### src/rtl/trace_fifo.sv
// Commit-record buffer; a pop frees the slot a same-cycle push
// lands in, so a full FIFO can push and pop together.
module trace_fifo #(
    parameter int unsigned DEPTH = 4,
    parameter int unsigned WIDTH = 8
) (
    input  logic             clk_in,
    input  logic             reset,
    input  logic             push_i,
    input  logic             pop_i,
    input  logic [WIDTH-1:0] wdata_i,
    output logic [WIDTH-1:0] rdata_o,
    output logic             full_o,
    output logic             empty_o
);

    localparam int unsigned AW = (DEPTH > 1) ? $clog2(DEPTH) : 1;

    logic [WIDTH-1:0] mem_q [DEPTH];
    logic [AW-1:0]    wr_q;
    logic [AW-1:0]    rd_q;
    logic [AW:0]      cnt_q;
    logic             do_push;
    logic             do_pop;

    assign full_o  = (cnt_q == (AW+1)'(DEPTH));
    assign empty_o = (cnt_q == '0);
    assign do_pop  = pop_i && !empty_o;
    assign do_push = push_i && (!full_o || do_pop);
    assign rdata_o = mem_q[rd_q];

    always_ff @(posedge clk_in or negedge reset) begin
        if (!reset) begin
            wr_q  <= '0;
            rd_q  <= '0;
            cnt_q <= '0;
        end else begin
            if (do_push)
                wr_q <= wr_q + 1'b1;
            if (do_pop)
                rd_q <= rd_q + 1'b1;
            unique case ({do_push, do_pop})
                2'b10:   cnt_q <= cnt_q + 1'b1;
                2'b01:   cnt_q <= cnt_q - 1'b1;
                default: cnt_q <= cnt_q;
            endcase
        end
    end

    always_ff @(posedge clk_in) begin
        if (do_push)
            mem_q[wr_q] <= wdata_i;
    end

endmodule

### config.mk
export PLATFORM = sky130hd
export DESIGN_NAME = trace_fifo
export DESIGN_NICKNAME = d
export VERILOG_FILES = /design/src/rtl/trace_fifo.sv
export SDC_FILE = /design/constraint.sdc
export NUM_CORES = 1
export LEC_CHECK = 0
export CORE_AREA = 2 2 81 83
export DETAILED_ROUTE_END_ITERATION = 16
export DIE_AREA = 0 0 83 85
export HOLD_SLACK_MARGIN = 0.03
export SLEW_MARGIN = 10
export SYNTH_ARGS = -nofsm -noshare
export SYNTH_HDL_FRONTEND = slang
export SYNTH_SLANG_ARGS = --single-unit
### constraint.sdc
create_clock -name clk_in -period 5.7 [get_ports clk_in]
set_input_delay 0.855 -clock clk_in [delete_from_list [all_inputs] [get_ports clk_in]]
set_output_delay 0.855 -clock clk_in [all_outputs]
set_load 0.1 [all_outputs]
==> flow_results.org <==
** Outcome
- Run status :: complete, no violations

** Global route
- The initial antenna violation count is 0.
- The first global-routing pass estimated 4860 um of wire.
- In the global route stage, overall resource usage came out at 9.12%.
- Pin count of the biggest net entering global routing :: 12
- Via count of the first global-routing pass :: 992
- Gr ovfl total :: 0

** Synthesis
- Synth top cells by count :: edfxtp_1, inv_1, mux4_2
- Yosys printed 0 warnings.
- By area the synthesized netlist is led by edfxtp_1, mux4_2, dfrtp_1.
- After synthesis, the netlist uses 28 different library cells.
- Summing the sequential cell areas from Yosys gives 67.7% of the chip area.
- Yosys instantiated no cell more often than edfxtp_1.
- After synthesis the cells add up to 1680 um2.
- Mapped Nets :: 113
- In this run the biggest area consumer among cell types represents 57.3% of the synthesized area.
- Largest area contributor in the netlist :: edfxtp_1
- After synthesis the netlist holds a flip-flop and latch count of 39.
- In the synthesized netlist the async set-or-reset flop fraction comes to 17.9%.
- After technology mapping, the gate count stands at 96.
- Commonest register cell after synthesis :: edfxtp_1
- The synthesized design contains 32 enable-type register cells.
- Post-Syn Area per Cell :: 17.5 um2

** STA
- Transition at the pin with the smallest max-transition slack :: 0.969 ns
- Derived from the worst setup path, the maximum achievable clock frequency is 293 MHz.
- Final setup viols :: 0
- Clock skew on the completed layout was measured at 0.00365 ns.
- Period utilisation layout :: 59.8%
- The total count of hold-check failures in the final report is 0.
- Minimum clock period after layout :: 3.41 ns
- Tightest slew margin relative to the limit :: 35.2%
- Worst setup slack after layout :: 2.29 ns
- Hold is met by 0.597 ns.
- For the final routed database, the setup TNS stands at 0 ns.
- Unrepaired setup endpoints after global routing :: false
- The final count of pins violating max slew was 0.

** Worst setup path
- Family with the most delay on the worst path :: buffers and inverters
- The worst setup path is captured at an output port.
- Buf+Inv Stages, Crit Path :: 1
- STA puts the critical path data required time at 4.85 ns.
- At the worst endpoint, the arrival time is 2.55 ns.
- Delay contributed by the slowest stage of the critical path :: 0.98 ns
- Maximum fanout count along the critical path :: 10
- Slowest cell on the critical path :: clkdlybuf4s50_1
- The worst setup path is of the reg2out kind.
- The critical path goes through mux4_2, clkdlybuf4s50_1.
- STA classifies the critical path startpoint as a register.

** Clocking
- The root buffer cell chosen for the clock tree is clkbuf_8.
- CTS tree :: yes
- Largest buffer count on any clock path :: 2
- Number of gates resized after CTS :: 0
- Post-CTS clock slew at the launch and capture registers of the worst setup and hold paths :: 0.07 ns
- CTS Sinks :: 39
- Hold bufs inserted after CTS :: 0
- The clock reaches the later pin of the worst-skew pair after 0.28 ns.
- Once the clock tree was built, the setup fixing pass inserted 0 buffers.
- CTS H-Tree Depth :: 2
- Cts bufs inserted :: 5

** Die
- The core region is 6200 um2.
- Row count :: 29
- Overall die area :: 7060 um2
- In this run the horizontal extent of the chip is 83 um.
- I/O pin cnt :: 22
- Starting density of the core :: 27.0%
- The die is 85 um tall.

** Route
- In this run the remaining antenna-violating nets after routing total 0.
- In the final routed layout, each cell accounts on average for 15.2 um.
- First-pass DRT Iterations :: 4
- For this block, the initial DRC count from the detailed router was 12.
- DRT Wirelength :: 3020 um
- For this block, the via count after detailed routing is 886.
- Count of unresolved DRC violations after routing :: 0
- Vias per cell :: 4.47

** Cells and area
- At the end of the flow the core is filled with cells to 32.9%.
- Nets :: 137
- Diodes inserted :: 0
- Fraction of final layout cells with drive strength greater than 1 :: 18.2%
- Synth-to-Final Area Change :: 21.6%

** Placed design
- Final RePlAce weighted congestion :: 0.672
- # port buffers :: 21
- Once detailed placement completed, the half-perimeter wirelength came to 2190 um.
- Timing analysis after detailed placement gives a worst setup slack of 2.54 ns.

** Flow run
- Max-cap violations in this run came to 0.

** Worst hold path
- The path class of the tightest hold or removal check is reg2reg.
## cell families after synthesis
logic type	synth area share, %
DFF	67.7
and+or+nand+nor	6.04
buffers and inverters	3.28
AOI/OAI and AO/OA	4.55
muxes	11.6
xor gates and xnor gates	2.61
adders and majority gates	4.18
## registers in the layout, indices dropped and copies added, names as in the netlist
signal and cells:
rd_q 2, mem_q 32, wr_q 2, cnt_q 3
## final cells by class
class	count	area (um2)
Inverter	8	30.0
Fill cell	592	4160
Multi-Input combinational cell	45	487
Clock inverter	1	5.00
Timing Repair Buffer	21	210
Clock buffer	7	76.3
Sequential cell	39	1140
Tap cell	77	96.3
## per-layer routing
metal / wire length, um / part of all wire (%) / track usage [%] / vias to the layer above
met5: 0 / 0 / 0 / -
met4: 20 / 0.66 / 2.68 / 0
met3: 145 / 4.8 / 3.79 / 2
met2: 1620 / 54 / 16.5 / 23
met1: 1230 / 41 / 9.76 / 454
li1: - / - / - / 407
## worst paths after layout
check	startpoint	endpoint	slack, ns	cells past startpoint
setup / recovery	rd_q[0]$_DFFE_PN0N_	rdata_o[6]	2.29	2
max in group asynchronous	reset	rd_q[0]$_DFFE_PN0N_	4.60	1
hold reg to reg	wr_q[1]$_DFFE_PN0P_	wr_q[1]$_DFFE_PN0P_	0.60	1
hold / removal	wr_q[1]$_DFFE_PN0P_	wr_q[1]$_DFFE_PN0P_	0.60	1
setup reg to reg	cnt_q[0]$_DFFE_PN0P_	cnt_q[1]$_DFFE_PN0P_	3.51	6
min in group asynchronous	reset	cnt_q[2]$_DFFE_PN0P_	0.84	1
## cell usage in the layout (no fill, tap or decap), drive strengths merged, types with 2 or more instances in the layout
cell type      instances
and2                   4
clkbuf                 7
clkdlybuf4s50         21
dfrtp                  7
edfxtp                32
ha                     4
inv                    8
mux4                   8
nand2                  2
nand3                  2
nor2                   3
nor2b                  2
o211ai                 2
o21ai                  2
xnor2                  3
xor2                   2
## metrics by stage
step	instances	cell area [um2]
after global placement	190	1960
after CTS	198	2040
after detailed placement	190	1960
after floorplan	96	1680
final	198	2040
after global routing	198	2040
Power is not shown: default switching activity piles up to over one toggle a cycle in this logic, so the estimate is an artifact.
